## config.mk

```make
export PLATFORM = sky130hd
export DESIGN_NAME = inst_fetch
export DESIGN_NICKNAME = d
export VERILOG_FILES = /design/src/rtl/inst_fetch.sv
export SDC_FILE = /design/constraint.sdc
export NUM_CORES = 1
export LEC_CHECK = 0
export ABC_AREA = 1
export ABC_CLOCK_PERIOD_IN_PS = 3010
export BUFFER_PORTS_ARGS = -buffer_cell sky130_fd_sc_hd__buf_2
export CORE_ASPECT_RATIO = 0.75
export CORE_MARGIN = 2
export CORE_UTILIZATION = 40
export CTS_CLUSTER_DIAMETER = 100
export CTS_CLUSTER_SIZE = 25
export DETAILED_ROUTE_END_ITERATION = 10
export GPL_ROUTABILITY_DRIVEN = 0
export PLACE_DENSITY = 0.61
export SETUP_SLACK_MARGIN = 0.2
export SLEW_MARGIN = 20
export SYNTH_ARGS = -nofsm -noshare
export SYNTH_HDL_FRONTEND = slang
export SYNTH_SLANG_ARGS = --single-unit
```

## constraint.sdc

```tcl
create_clock -name clk -period 3.01 [get_ports clk]
set_input_delay 0.602 -clock clk [delete_from_list [all_inputs] [get_ports clk]]
set_output_delay 0.602 -clock clk [all_outputs]
set_load 0.02 [all_outputs]
```

## src/rtl/inst_fetch.sv

```systemverilog
// Instruction fetch stage: PC register, imem req/ack read, valid/ready hand-off to decode, redirect-based next-PC.
// Optional misaligned-target trap enabled by defining INST_FETCH_MISALIGN_EN.
module inst_fetch #(
    parameter logic [31:0] RESET_PC     = 32'h00400000,
    parameter int unsigned IMEM_TIMEOUT = 16
) (
    input  logic        clk,
    input  logic        rst,
    output logic        imem_req,
    output logic [31:0] imem_addr,
    input  logic        imem_ack,
    input  logic [31:0] imem_rdata,
    output logic [31:0] inst_code,
    output logic        inst_valid,
    input  logic        inst_ready,
    output logic [31:0] pc,
    input  logic        br_taken,
    input  logic [15:0] br_imm,
    input  logic        jmp,
    input  logic [25:0] jmp_idx,
    input  logic        jr,
    input  logic [31:0] jr_target,
    output logic        err_timeout
`ifdef INST_FETCH_MISALIGN_EN
    ,
    output logic        misalign
`endif
);

    localparam int unsigned CNT_W = $clog2(IMEM_TIMEOUT + 1);

    typedef enum logic [1:0] {
        S_REQ,
        S_WAIT,
        S_HOLD
    } state_t;

    state_t             state;
    logic [CNT_W-1:0]   wait_cnt;
    logic [31:0]        pc4;
    logic [31:0]        br_off;
    logic [31:0]        next_pc;
    logic               accept;

    assign imem_addr = pc;

    // Redirect priority: jr > jmp > branch > sequential.
    always_comb begin
        pc4     = pc + 32'd4;
        br_off  = {{14{br_imm[15]}}, br_imm, 2'b00};
        accept  = (state == S_HOLD) && inst_valid && inst_ready;
        next_pc = pc4;
        if (jr) begin
            next_pc = jr_target;
        end else if (jmp) begin
            next_pc = {pc4[31:28], jmp_idx, 2'b00};
        end else if (br_taken) begin
            next_pc = pc4 + br_off;
        end
    end

    // Single-process FSM; imem_req is raised one cycle ahead of leaving REQ so it is a clean register.
    always_ff @(posedge clk or posedge rst) begin
        if (rst) begin
            state       <= S_REQ;
            pc          <= RESET_PC;
            inst_code   <= 32'd0;
            inst_valid  <= 1'b0;
            imem_req    <= 1'b0;
            err_timeout <= 1'b0;
            wait_cnt    <= '0;
`ifdef INST_FETCH_MISALIGN_EN
            misalign    <= 1'b0;
`endif
        end else begin
            case (state)
                S_REQ: begin
                    if (imem_req) begin
                        imem_req <= 1'b0;
                        wait_cnt <= '0;
                        state    <= S_WAIT;
                    end else begin
                        imem_req <= 1'b1;
                    end
                end
                S_WAIT: begin
                    if (imem_ack) begin
                        inst_code  <= imem_rdata;
                        inst_valid <= 1'b1;
                        wait_cnt   <= '0;
                        state      <= S_HOLD;
                    end else begin
                        if (wait_cnt != CNT_W'(IMEM_TIMEOUT)) begin
                            wait_cnt <= wait_cnt + CNT_W'(1);
                        end
                        if (wait_cnt >= CNT_W'(IMEM_TIMEOUT - 1)) begin
                            err_timeout <= 1'b1;
                        end
                    end
                end
                S_HOLD: begin
                    if (accept) begin
                        inst_valid <= 1'b0;
`ifdef INST_FETCH_MISALIGN_EN
                        // Misaligned target: keep pc, drop valid and park here for good.
                        if (next_pc[1:0] != 2'b00) begin
                            misalign <= 1'b1;
                        end else begin
                            pc       <= next_pc;
                            imem_req <= 1'b1;
                            state    <= S_REQ;
                        end
`else
                        pc       <= next_pc & ~32'd3;
                        imem_req <= 1'b1;
                        state    <= S_REQ;
`endif
                    end
                end
                default: begin
                    state    <= S_REQ;
                    imem_req <= 1'b0;
                end
            endcase
        end
    end

endmodule

```

==> run summary, run 1 <==
No sink is reached through more buffers than the 2 on the longest clock path. The number of nets with antenna violations after routing is 0. Yosys mapped the design onto 42 distinct sky130hd cell types. In the synthesized netlist, the cells that appear most often are 401 x sky130_fd_sc_hd__nand2_1, 166 x sky130_fd_sc_hd__inv_1, 125 x sky130_fd_sc_hd__nor2_1. The nature of the critical path startpoint is a register. The post-layout net count is 1,606. The destination of the critical timing path was imem_addr[24]. Summing all non-filler instances in the final layout gives an area of 10,620 sq um.

The worst setup path is captured at a register. Dividing the detail-routed wire length by the instance count gives 14.87 um. The max-slew violation total from the final report is 0. The clock reaches the later pin of the worst-skew pair after 0.33 ns. For the floorplan core area, the log shows 17,660 sq um.

The root buffer cell is sky130_fd_sc_hd__clkbuf_16. The start-to-end type of the worst setup path is reg -> reg. The post-placement cell area is 8915 sq um. The synthesized netlist occupies a cell area of 7196 sq um.

The path class of the tightest hold or removal check is in -> async. Summing the sequential cell areas from Yosys gives 25.06% of the chip area. The share of synthesized area in the top cell type comes to 24.69%. The tools report the total inserted antenna cells as 0. Among all cell types in the netlist, the one instantiated most often is sky130_fd_sc_hd__nand2_1.

The run gives 5 as the first-pass detailed-route iteration total. Input and output buffers added on the ports amount to 205. In this run the tightest slew margin relative to its limit is 41.99%. The post-route netlist has 42.55% of its cells at a drive strength greater than 1. Based on the critical path, the design can be clocked at up to 0.3441 GHz. The tools report the combined global-route utilization of all metal layers as 25.38%. The initial antenna violation count was 0. The final routed DRC violation total was 0; the total global routing overflow was 0. For the via count of the first global-routing pass, the log shows 7,464.

For the number of max-cap violations, the log shows 0. Sorting the synthesized cells by area gives the leading types as sky130_fd_sc_hd__dfrtp_1 25%, sky130_fd_sc_hd__nand2_1 21%, sky130_fd_sc_hd__inv_1 8.7%. Cells fill 60.13% of the core in the end. The startpoint identified for the worst register-to-register timing path is imem_addr[3]. The most used flip-flop cell after synthesis was sky130_fd_sc_hd__dfrtp_1. Setup slack on the worst reg-to-reg path comes out at 0.10 ns. The count of cells along the worst register-to-register path came out at 20. STA puts the critical path data arrival time at 3.12 ns.

Counting flops with an async set or reset pin after synthesis yields a share of 100.0%. The final period demand of the worst path is 2.906 ns, and the clock slew at the register clock pins of the worst setup and hold paths is 0.06 ns. The flow ran to the end, and the final reports show no timing, DRC or antenna violations. The initialized floorplan defines 42 standard-cell rows. 212 I/O pins were placed. Setup repair after global routing could not meet its margin everywhere. The startpoint of the worst setup timing path was imem_addr[3].

The H-tree was split into 3 levels. The run gives 40.75% as the initial standard-cell utilization of the core. Maximum number of pins on one net before global-route repair: 40. The first-pass GRT wire length was 38,610 um. The yosys synthesis warning count is 0, and the detail-routed via count per cell is 4.897. Relative to the synthesized area, the layout overhead comes to 47.56%.

The HPWL after detailed placement is 19,490 um. Filler cell count in the final layout: 1,721. The logs give 5.684 nW for the leakage dissipation and 0 for the final-report hold violation count. After the first detailed-routing iteration, the DRC count stood at 588.

Height of the die: 120.2 um. The actual slew at the worst max-slew pin was 0.8701 ns; the total number of vias was 8,320. In this run, synthesis inferred 0 flip-flops with an integrated enable. The tools report the number of failing setup endpoints in the final timing report as 0. In this run the power density over the cells is 998.1 nW/um^2. The run gives 1,151 as the number of cells produced by synthesis. The most area-hungry cell type in the Yosys netlist was sky130_fd_sc_hd__dfrtp_1. The largest fanout of any net on the critical path is 5. The die is 158.9 um wide.

The final critical path takes up 96.55% of the cycle. The worst clock skew was 0.005221 ns; the number of register bits inferred by synthesis was 72. The total detailed-routing wirelength is 25,260 um. Counting the buffers created by CTS gives 9. Data on the critical path is required at its endpoint by 3.23 ns. The area of the die came out at 19,090 sq um.

In the final layout, flip-flops and latches occupy 1812 sq um. Averaged over all synthesized cells, the footprint is 6.252 sq um. The run gives 72 as the sink count of the clock tree.

TritonCTS built the clock tree. The number of hold buffers added after CTS was 0. VDD sags by at most 0.6330 mV. Summing all multi-input logic gate instances after layout gives 5419 sq um.

In this run the critical register-to-register path is captured at imem_addr[24].
==> area by class of cell <==
cell class,instances,share of cell area [%]
inverters,168,5.939
clock inverters,6,0.8485
flip-flops and latches,72,17.06
clock buffers,10,2.251
repair buffers,346,20.01
multi-input cells,855,51.04
well taps,242,2.852
==> timing repair <==
item | in CTS | in global routing
pin swaps | 21 | 75
buffers inserted | 12 | 28
resized for setup | 83 | 181
setup endpoints to repair | 22 | 25
==> cells in the final DEF, fill, tap and decap left out, types with 4 or more instances in the layout <==
cell type / n
sky130_fd_sc_hd__nand2_1: 323
sky130_fd_sc_hd__buf_2: 205
sky130_fd_sc_hd__inv_1: 144
sky130_fd_sc_hd__buf_4: 135
sky130_fd_sc_hd__nor2_1: 88
sky130_fd_sc_hd__nand2_2: 68
sky130_fd_sc_hd__dfrtp_1: 64
sky130_fd_sc_hd__nand3_1: 62
sky130_fd_sc_hd__a21oi_1: 48
sky130_fd_sc_hd__mux2_2: 32
sky130_fd_sc_hd__o21ai_0: 29
sky130_fd_sc_hd__nor2_4: 24
sky130_fd_sc_hd__ha_4: 24
sky130_fd_sc_hd__inv_2: 22
sky130_fd_sc_hd__nor2_2: 19
sky130_fd_sc_hd__ha_1: 15
sky130_fd_sc_hd__nand2_4: 14
sky130_fd_sc_hd__nand4_1: 12
sky130_fd_sc_hd__a21oi_2: 12
sky130_fd_sc_hd__xor2_2: 9
sky130_fd_sc_hd__clkbuf_16: 9
sky130_fd_sc_hd__xor2_1: 8
sky130_fd_sc_hd__nand3_2: 8
sky130_fd_sc_hd__dfrtp_2: 7
sky130_fd_sc_hd__nor3_1: 5
sky130_fd_sc_hd__o211ai_1: 5
sky130_fd_sc_hd__nand3b_1: 4
sky130_fd_sc_hd__o21ai_1: 4
sky130_fd_sc_hd__xnor2_1: 4
sky130_fd_sc_hd__nor3_2: 4
sky130_fd_sc_hd__o21bai_1: 4
sky130_fd_sc_hd__nor3_4: 4
sky130_fd_sc_hd__conb_1: 4
sky130_fd_sc_hd__buf_6: 4
==> how the worst min path moves through the flow <==
| stage | from | to | slack, ns | depth (start not counted) |
|---|---|---|---|---|
| global placement | err_timeout | err_timeout | 0.47 | 1 |
| CTS | rst | inst_code[1] | 0.39 | 2 |
| floorplan | wait_cnt[3] | wait_cnt[3] | 0.45 | 1 |
| finish | rst | inst_code[30] | 0.36 | 2 |
| global route | rst | inst_code[30] | 0.43 | 2 |
| detailed placement | err_timeout | err_timeout | 0.48 | 1 |
==> critical path, cell delays in order (launching register included) <==
cell	delay, ns
sky130_fd_sc_hd__dfrtp_1	0.40
sky130_fd_sc_hd__buf_6	0.15
sky130_fd_sc_hd__nand3_4	0.11
sky130_fd_sc_hd__nor2_4	0.15
sky130_fd_sc_hd__nand2_4	0.08
sky130_fd_sc_hd__nor2_4	0.18
sky130_fd_sc_hd__nand2_2	0.09
sky130_fd_sc_hd__xor2_2	0.17
sky130_fd_sc_hd__inv_2	0.09
sky130_fd_sc_hd__ha_4	0.29
sky130_fd_sc_hd__nand2_4	0.08
sky130_fd_sc_hd__nor2_4	0.16
sky130_fd_sc_hd__nand2_1	0.11
sky130_fd_sc_hd__nor2_1	0.11
sky130_fd_sc_hd__nand2_1	0.09
sky130_fd_sc_hd__nand4_1	0.11
sky130_fd_sc_hd__nand3_2	0.11
sky130_fd_sc_hd__nand2_2	0.12
sky130_fd_sc_hd__nand2_1	0.09
sky130_fd_sc_hd__nand2_1	0.07
sky130_fd_sc_hd__nand2_1	0.04
==> sequential cells by signal (all words and copies together) (netlist names) <==
| register | cells |
|---|---|
| inst_code | 32 |
| imem_addr | 30 |
| wait_cnt | 5 |
| state | 2 |
| err_timeout | 1 |
| imem_req | 1 |
| inst_valid | 1 |
==> stage by stage <==
stage | setup TNS (ns) | total power, mW | hold WS [ns] | setup slack, ns | cells
after global routing | -0.2270 | 11.39 | 0.4262 | -0.06660 | 1699
after detailed placement | -0.1191 | 7.843 | 0.4793 | -0.05922 | 1643
after floorplan | 0 | 5.796 | 0.4470 | 0.2162 | 1154
after CTS | 0 | 9.501 | 0.3897 | 0.1503 | 1671
final | 0 | 10.60 | 0.3624 | 0.1039 | 1699
after global placement | -0.01319 | 7.783 | 0.4655 | -0.006376 | 1643
==> metal layers <==
| layer | track usage [%] | part of all wire, % | vias up |
|---|---|---|---|
| li1 | - | - | 4171 |
| met1 | 37.24 | 46 | 3783 |
| met2 | 40.17 | 45 | 339 |
| met3 | 4.252 | 8.4 | 27 |
| met4 | 3.409 | 1.2 | 0 |
| met5 | 0 | 0 | - |
==> kinds of logic (layout without fill, tap and decap cells) <==
kind of cell	Yosys count	in the layout	share of synthesized area, %
AO/OA/AOI/OAI	114	114	8.642
XOR/XNOR	25	25	3.147
adder cells (fa/ha/maj)	41	41	7.234
buffers and inverters	227	530	14.45
flip-flops	72	72	25.06
multiplexers	32	32	5.008
other	1	4	0.05211
AND/OR/NAND/NOR	639	639	36.41
==> report_power, final <==
part | leakage (nW) | internal (mW) | total (mW) | switching, mW
clock network | 0.159 | 0.753 | 1.19 | 0.433
registers | 0.868 | 1.42 | 1.80 | 0.382
logic | 4.66 | 3.13 | 7.61 | 4.48
total | 5.68 | 5.31 | 10.6 | 5.29
Note: power is estimated with default switching activity, not from simulation.
==> run 2, diff against run 1 <==
--- a/config.mk
+++ b/config.mk
@@ -7,15 +7,14 @@
 export LEC_CHECK = 0
 export ABC_AREA = 1
 export ABC_CLOCK_PERIOD_IN_PS = 3010
-export BUFFER_PORTS_ARGS = -buffer_cell sky130_fd_sc_hd__buf_2
 export CORE_ASPECT_RATIO = 0.75
 export CORE_MARGIN = 2
 export CORE_UTILIZATION = 40
-export CTS_CLUSTER_DIAMETER = 100
 export CTS_CLUSTER_SIZE = 25
 export DETAILED_ROUTE_END_ITERATION = 10
+export DONT_BUFFER_PORTS = 1
 export GPL_ROUTABILITY_DRIVEN = 0
-export PLACE_DENSITY = 0.61
+export PLACE_DENSITY = 0.51
 export SETUP_SLACK_MARGIN = 0.2
 export SLEW_MARGIN = 20
 export SYNTH_ARGS = -nofsm -noshare
==> run 2 against run 1 <==
- sequential power rose by 19%
- critical path depth rose by 2
- sequential share of layout area rose by 1.5 points
- routed wire length fell by 3.1%
- design area fell by 8.5%
- cell count fell by 12%
- global-route usage fell by 0.10 points
- non-clock buffer count fell by 202
- clock power fell by 6%
- first-iteration DRC count fell by 9.4%
- maximum frequency rose by 0.96%
- largest cell class unchanged
==> run summary, run 2 (synthesized netlist as in run 1, its figures left out) <==
The run finished with clean final reports. The tools report the utilization after layout as 55.02% (-5.1 points). The final period demand of the worst path is 2.878 ns (-0.02772 ns), and the height of the die is 120.2 um (unchanged). For the worst-case setup margin in the final layout, the log shows 0.1316 ns (+0.02773 ns). The worst setup path is captured at a register.

The root buffer cell is sky130_fd_sc_hd__clkbuf_16. The initial antenna violation count was 2 (+2); the total detailed-routing wirelength was 24,470 um (-3.1%). For the row count, the log shows 42 (unchanged). Flip-flop count of the largest register after layout: 32 (unchanged). The area growth from synthesis to layout was 35.00%. TritonCTS built the clock tree.

The floorplan die width was 158.9 um (unchanged). The run gives 9 (unchanged) as the TritonCTS buffer count. The detail-routed via count per cell is 4.955 (+1.2%). The level count of the clock H-tree was 3 (unchanged).

The portion of the clock cycle consumed by the worst path in the final layout works out to 95.63% (-0.92 points). The start-to-end type of the worst setup path is reg -> reg. The logs give 1,800 (+4.6%) for the filler cell count in the final layout and 17,660 sq um (unchanged) for the floorplan core area. The number of nets with antenna violations after routing is 0 (unchanged). Combined global-route utilization of all metal layers: 25.28% (-0.10 points). Post-layout net count: 1,404 (-13%).

The most frequent standard cell in the layout excluding fill and tap cells is sky130_fd_sc_hd__nand2_1. The first-pass detailed-route iteration total was 8 (+3). The sink count of the clock tree was 72 (unchanged).

The multi-input logic area is 5518 sq um (+1.8%). The tools report the final-report hold violation count as 0 (unchanged). The top achievable clock speed came out at 0.3474 GHz (+0.96%). The worst register-to-register path ends at imem_addr[21]. The routed wire length per instance is 16.33 um (+9.9%). Setup repair after global routing could not meet its margin everywhere.

The total global routing overflow is 0 (unchanged), and the clock latency reported for the late side of the worst-skew pair is 0.33 ns (about the same). The HPWL reported at the end of detailed placement was 19,240 um (-1.3%). The register with the most flip-flops in the final layout is inst_code. Leaving out fill and tap cells, the most frequent cells in the layout are 319 x sky130_fd_sc_hd__nand2_1, 137 x sky130_fd_sc_hd__inv_1, 135 x sky130_fd_sc_hd__buf_4. The count of cells along the worst register-to-register path came out at 22 (+10%).

The tools report the worst clock skew as 0.007327 ns (+0.002106 ns). The leakage dissipation is 4.854 nW (-15%). The data required time at the worst endpoint is 3.23 ns (about the same), and the maximum number of pins on one net before global-route repair is 45 (+13%). The relative slew slack came out at 56.78% (+15 points). The tools report the max-slew violation total from the final report as 0 (unchanged). The largest fanout of any net on the critical path was 5 (unchanged); the actual slew at the worst max-slew pin was 0.6474 ns (-0.2227 ns). The worst setup path is launched from a register. For the worst-case vdd ir drop, the log shows 0.6767 mV (+6.9%). The ratio of cells with drive above 1 in the final layout was 35.06% (-7.5 points); the maximum clock insertion buffer count was 2 (unchanged). The logs give 1808 sq um (-0.21%) for the flip-flop and latch area and 533 (-9.4%) for the starting DRC count in detailed routing. The first-pass GRT wire length is 37,920 um (-1.8%). The via count of the first global-routing pass was 7,020 (-5.9%).

Number of I/O port buffers: 0 (-100%). Number of failing setup endpoints in the final timing report: 0 (unchanged). The power density over the cells came out at 1044 nW/um^2 (+4.6%). For the total design power, the log shows 10.14 mW (-4.3%). The number of max-cap violations was 0 (unchanged); the area of the die was 19,090 sq um (unchanged). The post-place setup slack was -0.1075 ns (-0.04830 ns); the initial standard-cell utilization of the core was 40.75% (unchanged). The tools report the total I/O pin count as 212 (unchanged). The internal reg-to-reg setup slack came out at 0.13 ns (+0.03 ns). Signal arrival time at the worst endpoint: 3.10 ns (-0.02 ns). The critical path starts at imem_addr[3]. The total number of vias was 7,422 (-11%). The reg-to-reg startpoint is imem_addr[3]. The clock slew at the register clock pins of the worst setup and hold paths came out at 0.06 ns (about the same). The final routed DRC violation total came out at 0 (unchanged).

The path class of the lowest-slack min-delay path is in -> async.
-- run 2: worst max-delay path by stage --
| stage | endpoint | slack [ns] | cells past startpoint |
|---|---|---|---|
| after floorplan | imem_addr[29] | 0.22 | 21 |
| after global placement | imem_addr[15] | -0.07 | 20 |
| after detailed placement | imem_addr[23] | -0.11 | 20 |
| after CTS | imem_addr[21] | 0.17 | 20 |
| after global routing | imem_addr[21] | -0.09 | 22 |
| final | imem_addr[21] | 0.13 | 22 |
-- run 2: metal layers --
| layer | wire length, um | global-route usage, % | up-vias |
|---|---|---|---|
| met5 | 0 | 0 | - |
| met1 | 11510 | 36.36 | 3405 |
| met4 | 259 | 4.205 | 0 |
| met2 | 10920 | 39.03 | 247 |
| met3 | 1784 | 6.153 | 15 |
| li1 | - | - | 3755 |
-- run 2: final cells by class --
class	instances	share of cell area (%)
Antenna cell	1	0.02576
Clock inverter	3	0.4894
Timing Repair Buffer	144	11.66
Inverter	168	6.517
Sequential cell	72	18.61
Clock buffer	13	2.782
Tap cell	242	3.117
Multi-Input combinational cell	855	56.80
-- run 2: repair_timing --
action / CTS / global route
setup endpoints to repair: 23 / 25
hold endpoints to repair: 0 / 0
setup buffers: 18 / 17
pin swaps: 57 / 81
resized for setup: 140 / 158
hold buffers: 0 / 0
-- run 2: through the flow --
stage / setup TNS, ns / hold WS (ns) / area [sq um] / cells
floorplan: 0 / 0.4470 / 7207 / 1154
global placement: -0.1803 / 0.4777 / 7936 / 1446
detailed placement: -0.5813 / 0.4835 / 7936 / 1446
CTS: 0 / 0.2668 / 9056 / 1480
global route: -0.2412 / 0.2871 / 9714 / 1498
finish: 0 / 0.2433 / 9714 / 1498
-- run 2: power by group --
part / leakage, nW / internal, mW / switching, mW
combinational: 3.83 / 2.84 / 4.05
clock: 0.156 / 0.714 / 0.410
sequential: 0.872 / 1.42 / 0.718
total: 4.85 / 4.97 / 5.18
-- run 2: worst max-delay path: stages (launching register included) --
cell                      delay, ns
sky130_fd_sc_hd__dfrtp_1       0.42
sky130_fd_sc_hd__buf_6         0.15
sky130_fd_sc_hd__nand3_4       0.11
sky130_fd_sc_hd__nor2_4        0.15
sky130_fd_sc_hd__nand2_4       0.08
sky130_fd_sc_hd__nor2_4        0.17
sky130_fd_sc_hd__nand2_1       0.07
sky130_fd_sc_hd__nand2_1       0.09
sky130_fd_sc_hd__nand2_2       0.10
sky130_fd_sc_hd__ha_4          0.28
sky130_fd_sc_hd__nand2_8       0.09
sky130_fd_sc_hd__inv_1         0.04
sky130_fd_sc_hd__nand2_1       0.08
sky130_fd_sc_hd__nand3_2       0.12
sky130_fd_sc_hd__a21oi_4       0.18
sky130_fd_sc_hd__buf_4         0.14
sky130_fd_sc_hd__nand3_1       0.07
sky130_fd_sc_hd__nand2_1       0.07
sky130_fd_sc_hd__nand3_2       0.08
sky130_fd_sc_hd__nand2_1       0.07
sky130_fd_sc_hd__nand2_1       0.06
sky130_fd_sc_hd__nand2_1       0.07
sky130_fd_sc_hd__nand2_1       0.04
